==> src/rtl/qkd_sift_session_ctrl.sv <==
// Sequences one sifting session: core reset, raw-record streaming, done wait, QBER/yield verdict.
// Optional QKD_SESSION_STATS_EN adds saturating pass/abort session counters.
module qkd_sift_session_ctrl #(
    parameter int N_RAW        = 40,
    parameter int ADDR_W       = 10,
    parameter int MIN_SIFTED   = 8,
    parameter int QBER_MAX_PCT = 11,
    parameter int TIMEOUT_CYC  = 4096
) (
    input  logic              clk,
    input  logic              rst,
    input  logic              start,
    input  logic              manual_mode,
    output logic              raw_rd_en,
    output logic [ADDR_W-1:0] raw_rd_addr,
    input  logic [3:0]        raw_rd_data,
    output logic              sift_rst,
    output logic              sift_valid,
    output logic              sift_manual_mode,
    output logic              sift_alice_basis,
    output logic              sift_bob_basis,
    output logic              sift_alice_bit,
    output logic              sift_bob_bit,
    input  logic              sift_done,
    input  logic [ADDR_W-1:0] sift_qber_errors,
    input  logic [ADDR_W-1:0] sift_qber_total,
    output logic              busy,
    output logic              session_done,
    output logic              session_pass,
    output logic [1:0]        err_code,
    output logic [ADDR_W-1:0] res_errors,
    output logic [ADDR_W-1:0] res_total,
    output logic [15:0]       pass_cnt,
    output logic [15:0]       abort_cnt
);
    localparam int PW = ADDR_W + 7;
    localparam int TW = $clog2(TIMEOUT_CYC + 1);
    localparam logic [ADDR_W-1:0] LAST_IDX = ADDR_W'(N_RAW - 1);
    localparam logic [TW-1:0]     TO_LAST  = TW'(TIMEOUT_CYC - 1);

    typedef enum logic [2:0] {
        S_IDLE, S_CLEAR, S_FETCH, S_PUSH, S_WAIT, S_EVAL, S_REPORT
    } state_t;

    state_t            state_q, state_d;
    logic [ADDR_W-1:0] idx_q, idx_d;
    logic [ADDR_W-1:0] addr_q, addr_d;
    logic              clr_q, clr_d;
    logic [TW-1:0]     wcnt_q, wcnt_d;
    logic              manual_q, manual_d;
    logic              pass_q, pass_d;
    logic [1:0]        err_q, err_d;
    logic [ADDR_W-1:0] res_err_q, res_err_d;
    logic [ADDR_W-1:0] res_tot_q, res_tot_d;
    logic [PW-1:0]     err_x100, tot_xmax;
    logic              push;

    // 17-bit products are wide enough for 1023*100 without overflow
    assign err_x100 = PW'(res_err_q) * PW'(100);
    assign tot_xmax = PW'(res_tot_q) * PW'(QBER_MAX_PCT);

    always_comb begin
        state_d   = state_q;
        idx_d     = idx_q;
        addr_d    = addr_q;
        clr_d     = clr_q;
        wcnt_d    = wcnt_q;
        manual_d  = manual_q;
        pass_d    = pass_q;
        err_d     = err_q;
        res_err_d = res_err_q;
        res_tot_d = res_tot_q;
        unique case (state_q)
            S_IDLE: begin
                if (start) begin
                    manual_d  = manual_mode;
                    idx_d     = '0;
                    clr_d     = 1'b0;
                    pass_d    = 1'b0;
                    err_d     = 2'd0;
                    res_err_d = '0;
                    res_tot_d = '0;
                    state_d   = S_CLEAR;
                end
            end
            S_CLEAR: begin
                clr_d = 1'b1;
                if (clr_q) begin
                    addr_d  = idx_q;
                    state_d = S_FETCH;
                end
            end
            S_FETCH: state_d = S_PUSH;
            S_PUSH: begin
                idx_d  = idx_q + ADDR_W'(1);
                wcnt_d = '0;
                if (idx_q == LAST_IDX) begin
                    state_d = S_WAIT;
                end else begin
                    addr_d  = idx_q + ADDR_W'(1);
                    state_d = S_FETCH;
                end
            end
            S_WAIT: begin
                // done has priority over a coincident timeout
                if (sift_done) begin
                    res_err_d = sift_qber_errors;
                    res_tot_d = sift_qber_total;
                    state_d   = S_EVAL;
                end else if (wcnt_q == TO_LAST) begin
                    err_d   = 2'd3;
                    state_d = S_REPORT;
                end else begin
                    wcnt_d = wcnt_q + TW'(1);
                end
            end
            S_EVAL: begin
                if (PW'(res_tot_q) < PW'(MIN_SIFTED)) begin
                    err_d = 2'd1;
                end else if (err_x100 > tot_xmax) begin
                    err_d = 2'd2;
                end else begin
                    err_d  = 2'd0;
                    pass_d = 1'b1;
                end
                state_d = S_REPORT;
            end
            S_REPORT: state_d = S_IDLE;
            default:  state_d = S_IDLE;
        endcase
    end

    always_ff @(posedge clk) begin
        if (rst) begin
            state_q   <= S_IDLE;
            idx_q     <= '0;
            addr_q    <= '0;
            clr_q     <= 1'b0;
            wcnt_q    <= '0;
            manual_q  <= 1'b0;
            pass_q    <= 1'b0;
            err_q     <= 2'd0;
            res_err_q <= '0;
            res_tot_q <= '0;
        end else begin
            state_q   <= state_d;
            idx_q     <= idx_d;
            addr_q    <= addr_d;
            clr_q     <= clr_d;
            wcnt_q    <= wcnt_d;
            manual_q  <= manual_d;
            pass_q    <= pass_d;
            err_q     <= err_d;
            res_err_q <= res_err_d;
            res_tot_q <= res_tot_d;
        end
    end

`ifdef QKD_SESSION_STATS_EN
    logic [15:0] pass_cnt_q, pass_cnt_d;
    logic [15:0] abort_cnt_q, abort_cnt_d;

    always_comb begin
        pass_cnt_d  = pass_cnt_q;
        abort_cnt_d = abort_cnt_q;
        if (state_q == S_REPORT) begin
            if (pass_q && pass_cnt_q != 16'hFFFF)
                pass_cnt_d = pass_cnt_q + 16'd1;
            if (!pass_q && abort_cnt_q != 16'hFFFF)
                abort_cnt_d = abort_cnt_q + 16'd1;
        end
    end

    always_ff @(posedge clk) begin
        if (rst) begin
            pass_cnt_q  <= '0;
            abort_cnt_q <= '0;
        end else begin
            pass_cnt_q  <= pass_cnt_d;
            abort_cnt_q <= abort_cnt_d;
        end
    end

    assign pass_cnt  = pass_cnt_q;
    assign abort_cnt = abort_cnt_q;
`else
    assign pass_cnt  = '0;
    assign abort_cnt = '0;
`endif

    assign push             = (state_q == S_PUSH);
    assign busy             = (state_q != S_IDLE);
    assign session_done     = (state_q == S_REPORT);
    assign raw_rd_en        = (state_q == S_FETCH);
    assign raw_rd_addr      = addr_q;
    // core stays in reset for the whole of rst, not just the CLEAR window
    assign sift_rst         = rst | (state_q == S_CLEAR);
    assign sift_valid       = push;
    assign sift_manual_mode = manual_q;
    assign sift_alice_basis = push & raw_rd_data[3];
    assign sift_bob_basis   = push & raw_rd_data[2];
    assign sift_alice_bit   = push & raw_rd_data[1];
    assign sift_bob_bit     = push & raw_rd_data[0];
    assign session_pass     = pass_q;
    assign err_code         = err_q;
    assign res_errors       = res_err_q;
    assign res_total        = res_tot_q;
endmodule

==> config.mk <==
export PLATFORM = sky130hd
export DESIGN_NAME = qkd_sift_session_ctrl
export DESIGN_NICKNAME = d
export VERILOG_FILES = /design/src/rtl/qkd_sift_session_ctrl.sv
export SDC_FILE = /design/constraint.sdc
export NUM_CORES = 1
export LEC_CHECK = 0
export CELL_PAD_IN_SITES_DETAIL_PLACEMENT = 1
export CELL_PAD_IN_SITES_GLOBAL_PLACEMENT = 1
export CORE_UTILIZATION = 35
export CTS_CLUSTER_SIZE = 28
export DETAILED_ROUTE_END_ITERATION = 8
export PLACE_DENSITY = 0.88
export SLEW_MARGIN = 20
export SYNTH_ARGS = -nofsm -noshare
export SYNTH_HDL_FRONTEND = slang
export SYNTH_SLANG_ARGS = --single-unit
==> constraint.sdc <==
create_clock -name clk -period 3.9 [get_ports clk]
set_clock_uncertainty 0.1 [all_clocks]
set_input_delay 0.585 -clock clk [delete_from_list [all_inputs] [get_ports clk]]
set_output_delay 0.585 -clock clk [all_outputs]
set_load 0.01 [all_outputs]
# After elaboration in Yosys (flattened, before gate mapping)
# Index checks and enable logic that the tools add are counted.
dict set report word_totals {
  regBits 61
  in_bits 29
  out_inout_bits 75
  word_cells 86
}
dict set report classes {
  n_addsub 2
  n_mul 2
  n_lt_le_gt_ge 2
  eq_ne 18
  n_mux 29
  bitwise_logic 5
  reduce_logical 18
}
# cell count
set ops {}
lappend ops {{one-hot mux 10 bit (2 select lines)} 4}
lappend ops {{two-way mux 10 bit} 5}
lappend ops {{two-way mux 13 bit} 2}
lappend ops {{one-hot mux 13 bit (2 select lines)} 1}
lappend ops {{!= test 2 bit (second input constant)} 9}
lappend ops {{one-hot mux 3 bit (6 select lines)} 1}
lappend ops {{> comparator 17 x 14 -> 1 bit} 1}
lappend ops {{multiplier 10 x 5 -> 15 bit (second input constant)} 1}
lappend ops {{two-way mux 3 bit} 5}
lappend ops {{multiplier 10 x 4 -> 14 bit (second input constant)} 1}
lappend ops {{adder 13 x 1 -> 13 bit (second input constant)} 1}
lappend ops {{== test 13 x 12 -> 1 bit (second input constant)} 1}
lappend ops {{AND reduction 3 bit} 4}
lappend ops {{nonzero test 2 bit} 6}
lappend ops {{adder 10 x 1 -> 10 bit (second input constant)} 1}
lappend ops {{== test 10 x 6 -> 1 bit (second input constant)} 1}
lappend ops {{less-than comparator 10 x 4 -> 1 bit (second input constant)} 1}
lappend ops {{two-way mux 2 bit} 5}
lappend ops {{== test 3 bit (second input constant)} 3}
lappend ops {{AND reduction 4 bit} 2}
lappend ops {{== test 3 x 2 -> 1 bit (second input constant)} 2}
lappend ops {{one-hot mux 2 bit (3 select lines)} 1}
lappend ops {{AND reduction 2 bit} 3}
lappend ops {{nonzero test 3 bit} 2}
lappend ops {{7 further kinds} 13}

# Longest topological paths before layout
# Gate-level depths: netlist of the first run.
dict set report depth {
  depth_word 5
  ltp_mapped 18
  ltp_nobuf 18
}

# Least setup slack after synthesis of the first run
# No wires, ideal clock.
dict set report synth_path {
  path_type {register -> register}
  from {register res_err_q[3], in the netlist res_errors[3]}
  to {register pass_q, in the netlist session_pass}
  arrival_ns 4.128
  t_required_ns 3.712
  slack_ns -0.416
  path_stages_with_launch 17
  path_buffers 0
  period_less_slack_ns 4.316
  cell_sequence {dfxtp_1 -> ha_1 -> ha_1 -> fa_1 -> ha_1 -> nor2b_1 -> o31a_1 -> o21a_1 -> nor2_1 -> xnor2_1 -> ha_1 -> nand4_1 -> nor3_1 -> a41o_1 -> a21oi_1 -> or4_4 -> o32ai_2}
}
dict set report synth_between {
  elab_chain_cells 4
}
# item line_no
set synth_lines {}
lappend synth_lines {{from (decl)} 53} ;# logic [ADDR_W-1:0] res_err_q, res_err_d;
lappend synth_lines {{from (signal assigned)} 154} ;# res_err_q <= res_err_d;
lappend synth_lines {{multiplier 10 x 5 -> 15 bit} 59} ;# assign err_x100 = PW'(res_err_q) * PW'(100);
lappend synth_lines {{> comparator 17 x 14 -> 1 bit} 120} ;# end else if (err_x100 > tot_xmax) begin
lappend synth_lines {{!= test 2 bit (no source line)} -}
lappend synth_lines {{AND reduction 4 bit (no source line)} -}
lappend synth_lines {{to (signal assigned)} 152} ;# pass_q <= pass_d;
lappend synth_lines {{to (decl)} 51} ;# logic pass_q, pass_d;
# Every way passes these cells.
# A chain may end at the register's enable or synchronous reset.

# Worst setup path in the final report of the first run
dict set report layout_path {
  from {register res_tot_q[2], in the netlist res_total[2]}
  to {register pass_q, in the netlist session_pass}
}
dict set report layout_between {
  elab_chain_cells 4
  elab_cells_between_ends 6
}
# item line_no
set layout_lines {}
lappend layout_lines {{from (decl)} 54} ;# logic [ADDR_W-1:0] res_tot_q, res_tot_d;
lappend layout_lines {{from (signal assigned)} 155} ;# res_tot_q <= res_tot_d;
lappend layout_lines {{multiplier 10 x 4 -> 14 bit} 60} ;# assign tot_xmax = PW'(res_tot_q) * PW'(QBER_MAX_PCT);
lappend layout_lines {{> comparator 17 x 14 -> 1 bit} 120}
lappend layout_lines {{!= test 2 bit (no source line)} -}
lappend layout_lines {{AND reduction 4 bit (no source line) (*)} -}
# Mark *: on every way between the ends. The rest lies on a longest branch, timed or not.

==> results of run 1 <==
[sequential cells by signal, indices dropped and copies added, names as in the netlist]
register          count
clr_q                 1
err_code              2
idx_q                10
raw_rd_addr          10
res_errors           10
res_total            10
session_pass          1
sift_manual_mode      1
state_q               3
wcnt_q               13
[cells by family after synthesis]
logic type | synth area share
AND/OR/NAND/NOR | 0.1905
AO/OA/AOI/OAI | 0.1533
buffers and inverters | 0.1103
adder cells (fa/ha/maj) | 0.2325
flip-flops | 0.2409
XOR/XNOR | 0.05010
multiplexers | 0.02172
other | 0.0007397
[cell type report]
type	instances	area, um2
clock buffers	11	242.7
clock inverters	5	57.56
fillers	1679	7307
inverters	61	229.0
multi-input cells	481	3595
flip-flops and latches	61	1244
well taps	180	225.2
repair buffers	122	1089
[how the worst max path moves through the flow]
stage,slack [ps],endpoint,cells past startpoint,startpoint
2_1_floorplan,-30,err_code[1],16,res_errors[2]
3_3_place_gp,-120,err_code[1],16,res_errors[2]
3_5_place_dp,-350,err_code[1],16,res_total[2]
4_1_cts,-280,session_pass,16,res_errors[2]
5_1_grt,-440,session_pass,16,res_total[2]
6_report,-300,session_pass,16,res_total[2]
[layer usage]
layer	GRT usage	vias up	part of all wire
met5	0	-	0
met4	0.09451	0	0.026
met3	0.04136	28	0.031
met2	0.3848	90	0.53
met1	0.2307	2380	0.41
li1	-	2318	-
[report_power, final]
part           total [mW]  internal, mW  switching, mW
clock               0.819         0.513          0.306
sequential          0.639         0.628         0.0116
combinational       0.148        0.0611         0.0870
[cells in the mapped netlist, drive strengths merged, types with 3 or more instances]
library cell | count | area share
nor2 | 57 | 0.042
nand2b | 9 | 0.011
fa | 12 | 0.047
a211oi | 3 | 0.0044
mux2i | 11 | 0.022
dfxtp | 61 | 0.24
o2111ai | 5 | 0.0086
and2 | 3 | 0.0037
a21oi | 51 | 0.050
and3 | 19 | 0.023
nand3 | 27 | 0.027
nand2 | 51 | 0.038
nor4 | 3 | 0.0037
a21o | 9 | 0.013
buf | 35 | 0.050
o21a | 7 | 0.010
xor2 | 16 | 0.028
ha | 75 | 0.19
nor2b | 7 | 0.0086
a31oi | 5 | 0.0062
nand4 | 5 | 0.0062
o21ai | 16 | 0.016
inv | 60 | 0.044
clkbuf | 20 | 0.015
xnor2 | 13 | 0.022
nor3 | 12 | 0.013
[critical path, delay by kind of cell, from the launching register on]
kind	cells	cell delay, ps
AOI/OAI and AO/OA	5	1180
adders and majority gates	4	1370
buffers and inverters	3	280
DFF	1	340
and+or+nand+nor	4	830
[what timing repair did]
item	CTS	global route
endpoints found under the setup margin	2	2
gates cloned	0	0
pin swaps	2	6
resized for setup	6	10
buffers inserted	1	1
[metrics by stage]
| step | instances | setup WS (ps) | hold WS [ps] | total power, mW |
|---|---|---|---|---|
| floorplan | 658 | -26.69 | 337.4 | 0.7545 |
| global placement | 903 | -116.5 | 349.7 | 0.7955 |
| detailed placement | 903 | -347.6 | 353.9 | 0.7969 |
| CTS | 920 | -283.6 | 363.8 | 1.622 |
| global route | 921 | -437.2 | 393.3 | 1.669 |
| finish | 921 | -295.9 | 362.5 | 1.606 |
==> results by group, run 1 <==
Outcome
  • Outcome: complete, but fails checks
  • Failing checks: negative setup slack

Finish
  • Area growth syn-to-layout: 31.79%
  • Layout cell share with drive strength beyond 1: 0.1552
  • Final core occ: 0.4776
  • Final Cell Area: about 6700 um2
  • Commonest non-fill, non-tap cells in the layout: 70 x clkdlybuf4s50_1, 65 x ha_1, 60 x inv_1
  • Commonest non-fill, non-tap cell in the layout: clkdlybuf4s50_1
  • Post-layout nets: between 800 and 900
  • ANT cells: 0

Floorplanning
  • Die area: about 15000 um2
  • Core Area: approximately 14000 um2
  • Rows: 43
  • Top-level port count: about 100
  • Chip height: roughly 120 um
  • Starting density of the core: 0.3624
  • Die Width: about 120 um

CTS
  • Clock sink total: 61
  • CTS max path bufs: 2
  • Reg clk slew, reported paths: around 60 ps
  • H-tree depth: 3
  • Worst-Skew Late Latency: roughly 340 ps
  • CTS tree: yes
  • # hold bufs at CTS: 0
  • CTS Buf Count: 9
  • CTS root buf: clkbuf_16

Critical path
  • CP max-delay cell: fa_1
  • R2R Setup Slk: -300 ps
  • Critical path capture point type: flop
  • CP Data Arrival Time: 4340 ps
  • Slowest stage delay, CP: 510 ps
  • Crit path required time: ~4100 ps
  • Origin of the critical flop-to-flop path: res_total[2]
  • FF-to-FF path depth: 16
  • Crit-path cells: ha_1 > inv_1 > fa_1 > inv_1 > ha_1 > nor2b_1 > o31ai_2 > buf_4 > a21bo_2 > ha_1 > nand2_1 > nor3_2 > a2111oi_2 > a21oi_1 > or4_4 > o32ai_2
  • CP max FO: 4
  • Most common cell on crit path: ha_1
  • Setup crit start kind: flop
  • Reg2reg end: session_pass
  • Crit Path Category: reg -> reg

Drt
  • Drt first pass iters: 4
  • Vias: just under 5000
  • Number of vias per cell: around 5.2
  • Routed len/inst: between 15 and 20 um
  • Drt initial violations: between 150 and 200
  • Drt drc: 0
  • DRT antenna net count: 0
  • Total wire length: 15150 um

Global routing
  • Largest net degree at the start of global routing: 47
  • Vias in the first global route: 5078
  • Initial antenna violation count: 0
  • First-pass GRT wire length: roughly 24000 um
  • GRT Overall Usage: 0.2096
  • Gr ovfl total: 0

STA
  • Final worst slack: -295.9 ps
  • Slew Limit Fails: 0
  • Post-route minimum period: around 4200 ps
  • Setup TNS Final: -577.4 ps
  • RSZ-0062 raised after global routing: yes
  • Max-slew headroom: 0.5043
  • Fmax: 238.3 MHz
  • Final setup vio count: 2
  • Final Cycle Share: 1.076
  • Least-Margin Pin Slew: about 740 ps
  • Final Hold Fails: 0

Power
  • Worst IR Drop VDD: 208.3 uV
  • Static Leak: just over 3 nW
  • Power per standard cell area: 240.4 nW/um2

Logic synthesis
  • Asr flop ratio synth: 0
  • Register area share after synthesis: 0.2409
  • EDFF count, synth: 0
  • Synth Area per Inst: roughly 8 um2
  • #FFs+latches synth: slightly above 60
  • Synth cell types: 55
  • Main synth FF type: dfxtp_1
  • Cell Area, Synth: just over 5000 um2
  • Yosys warnings: 0
  • Syn Inst Count: 627

Worst hold path
  • Hold Path Sink: raw_rd_addr[1]
  • Hold path startpoint: raw_rd_addr[1]
  • Min-Delay Path Class: reg -> reg
  • Hold path cells: 2

Flow run
  • Max-Cap Viols: 0

Place
  • Port buffer count: between 70 and 80
  • GPL Wtd Cong: roughly 0.78
  • Placed Area: roughly 6300 um2
  • Detail Placement HPWL: around 11000 um
Note: power is estimated with default switching activity, not from simulation.
==> run 2, diff against run 1 <==
--- a/config.mk
+++ b/config.mk
@@ -5,8 +5,10 @@
 export SDC_FILE = /design/constraint.sdc
 export NUM_CORES = 1
 export LEC_CHECK = 0
+export ABC_CLOCK_PERIOD_IN_PS = 3900
 export CELL_PAD_IN_SITES_DETAIL_PLACEMENT = 1
 export CELL_PAD_IN_SITES_GLOBAL_PLACEMENT = 1
+export CORE_MARGIN = 3
 export CORE_UTILIZATION = 35
 export CTS_CLUSTER_SIZE = 28
 export DETAILED_ROUTE_END_ITERATION = 8
==> results by group, run 2 (same netlist as run 1, synthesis figures left out) <==
STA
  • RSZ-0062 raised after global routing: yes (unchanged)
  • Least-Margin Pin Slew: 717.3 ps (was 743.5 ps)
  • Max-slew headroom: 0.5155 (was 0.5043)
  • Post-route minimum period: 4279 ps (was 4196 ps)
  • Final setup vio count: 2 (unchanged)
  • Slew Limit Fails: 0 (unchanged)
  • Final Hold Fails: 0 (unchanged)
  • Final worst slack: -378.5 ps (was -295.9 ps)
  • Fmax: 233.7 MHz (was 238.3 MHz)
  • Final Cycle Share: 1.097 (was 1.076)

Drt
  • Number of vias per cell: 5.209 (was 5.229)
  • DRT antenna net count: 0 (unchanged)
  • Drt initial violations: 253 (was 188)
  • Drt drc: 0 (unchanged)
  • Drt first pass iters: 4 (unchanged)
  • Vias: 4813 (was 4816)
  • Routed len/inst: 17.25 um (was 16.45 um)
  • Total wire length: 15940 um (was 15150 um)

Critical path
  • Critical path capture point type: flop (unchanged)
  • CP Data Arrival Time: 4410 ps (was 4340 ps)
  • CP max FO: 4 (unchanged)
  • Setup crit start kind: flop (unchanged)
  • Crit path required time: 4030 ps (was 4050 ps)
  • Crit Path Category: reg -> reg (unchanged)

CTS
  • CTS tree: yes (unchanged)
  • H-tree depth: 3 (unchanged)
  • Clock sink total: 61 (unchanged)
  • Reg clk slew, reported paths: 60 ps (about the same)
  • CTS root buf: clkbuf_16 (unchanged)
  • CTS Buf Count: 9 (unchanged)
  • Worst-Skew Late Latency: 350 ps (was 340 ps)
  • # hold bufs at CTS: 0 (unchanged)
  • CTS max path bufs: 2 (unchanged)

Finish
  • Commonest non-fill, non-tap cell in the layout: clkdlybuf4s50_1 (unchanged)
  • Area growth syn-to-layout: 33.69% (was 31.79%)
  • Register bank with the most flops: wcnt_q (unchanged)
  • Post-layout nets: 855 (was 852)
  • Layout cell share with drive strength beyond 1: 0.1734 (was 0.1552)
  • Max reg flops: 13 (unchanged)
  • Commonest non-fill, non-tap cells in the layout: 70 x clkdlybuf4s50_1, 57 x inv_1, 57 x ha_1 (was 70 x clkdlybuf4s50_1, 65 x ha_1, 60 x inv_1)
  • Final Cell Area: 6778 um2 (was 6681 um2)
  • ANT cells: 0 (unchanged)
  • Final core occ: 0.4827 (was 0.4776)

Floorplanning
  • Die Width: 126.4 um (was 122.4 um)
  • Top-level port count: 104 (unchanged)
  • Chip height: 126.4 um (was 122.4 um)
  • Die area: 15970 um2 (was 14970 um2)
  • Rows: 43 (unchanged)
  • Core Area: 14040 um2 (was 13990 um2)
  • Starting density of the core: 0.3610 (was 0.3624)

Power
  • Static Leak: 3.095 nW (was 3.109 nW)
  • Total chip power: 1.593 mW (was 1.606 mW)
  • Worst IR Drop VDD: 195.7 uV (was 208.3 uV)
  • Power per standard cell area: 235.0 nW/um2 (was 240.4 nW/um2)

Global routing
  • First-pass GRT wire length: 24960 um (was 24450 um)
  • Initial antenna violation count: 0 (unchanged)
  • GRT Overall Usage: 0.1907 (was 0.2096)
  • Gr ovfl total: 0 (unchanged)
  • Met1 Use GR: 0.2126 (was 0.2307)
  • M3 GR Usage: 0.03200 (was 0.04136)
  • Vias in the first global route: 5153 (was 5078)
  • Met2 global-route usage: 0.3555 (was 0.3848)
  • Largest net degree at the start of global routing: 47 (unchanged)
  • Busiest grt layer: met2 (unchanged)

Place
  • GPL Wtd Cong: 0.8362 (was 0.7844)
  • Detail Placement HPWL: 11430 um (was 11170 um)
  • Placed Area: 6329 um2 (was 6306 um2)
  • Port buffer count: 71 (unchanged)
  • Pre-CTS setup slack: -301.4 ps (was -347.6 ps)

Outcome
  • Outcome: complete, but fails checks (unchanged)
  • Failing checks: negative setup slack (unchanged)

Worst hold path
  • Min-Delay Path Class: reg -> reg (unchanged)

Flow run
  • Max-Cap Viols: 0 (unchanged)
==> run 2: worst paths after layout <==
path | startpoint | endpoint | slack [ps] | depth (start not counted)
max reg2reg | res_total[6] | err_code[1] | -380 | 16
max | res_total[6] | err_code[1] | -380 | 16
min | raw_rd_addr[1] | raw_rd_addr[1] | 360 | 2
min reg2reg | raw_rd_addr[1] | raw_rd_addr[1] | 360 | 2
==> run 2: power by group <==
| part | switching (mW) | leakage (nW) | internal, mW |
|---|---|---|---|
| logic | 0.0895 | 2.45 | 0.0611 |
| registers | 0.0111 | 0.500 | 0.625 |
| clock network | 0.310 | 0.146 | 0.496 |
==> run 2: area by class of cell <==
class                      count  area, um2
clock inverter                 7      73.82
fill                        1700       7264
inverter                      61      229.0
sequential                    61       1252
tap                          180      225.2
clock buffer                   9      225.2
timing repair buffer         125       1111
multi-input combinational    481       3661
==> run 2: routing by layer <==
layer / vias up / part of all wire
li1: 2317 / -
met3: 34 / 0.038
met2: 102 / 0.54
met5: - / 0
met1: 2360 / 0.40
met4: 0 / 0.026
==> run 2: per-stage QoR <==
step	setup TNS (ps)	hold slack, ps	std cells
detailed placement	-589.6	357.4	906
CTS	-588.7	372.8	924
global placement	-250.5	347.5	906
finish	-752.1	364.9	924
global route	-1057	400.2	924
floorplan	-40.99	337.4	658
==> run 2: worst max-delay path, cell delays in order (launching register included) <==
cell	delay (ps)
dfxtp_4	370
ha_4	270
inv_2	40
fa_1	520
inv_1	60
ha_2	200
or3_4	380
a211o_1	310
and3_1	170
a311oi_2	200
ha_1	280
nand4_1	140
nor3_2	80
a2111oi_2	300
a21oi_1	110
or4_4	440
o21a_1	180
==> run 2: repair_timing <==
item,in CTS,in global routing
gates resized for setup,5,25
pin swaps,5,3
buffers inserted,2,0
endpoints found under the setup margin,2,2
==> run 3, diff against run 2 <==
--- a/config.mk
+++ b/config.mk
@@ -6,6 +6,7 @@
 export NUM_CORES = 1
 export LEC_CHECK = 0
 export ABC_CLOCK_PERIOD_IN_PS = 3900
+export CAP_MARGIN = 25
 export CELL_PAD_IN_SITES_DETAIL_PLACEMENT = 1
 export CELL_PAD_IN_SITES_GLOBAL_PLACEMENT = 1
 export CORE_MARGIN = 3
==> results of run 3 <==
No change in the layout: final DEF, timing and power equal those of run 2.
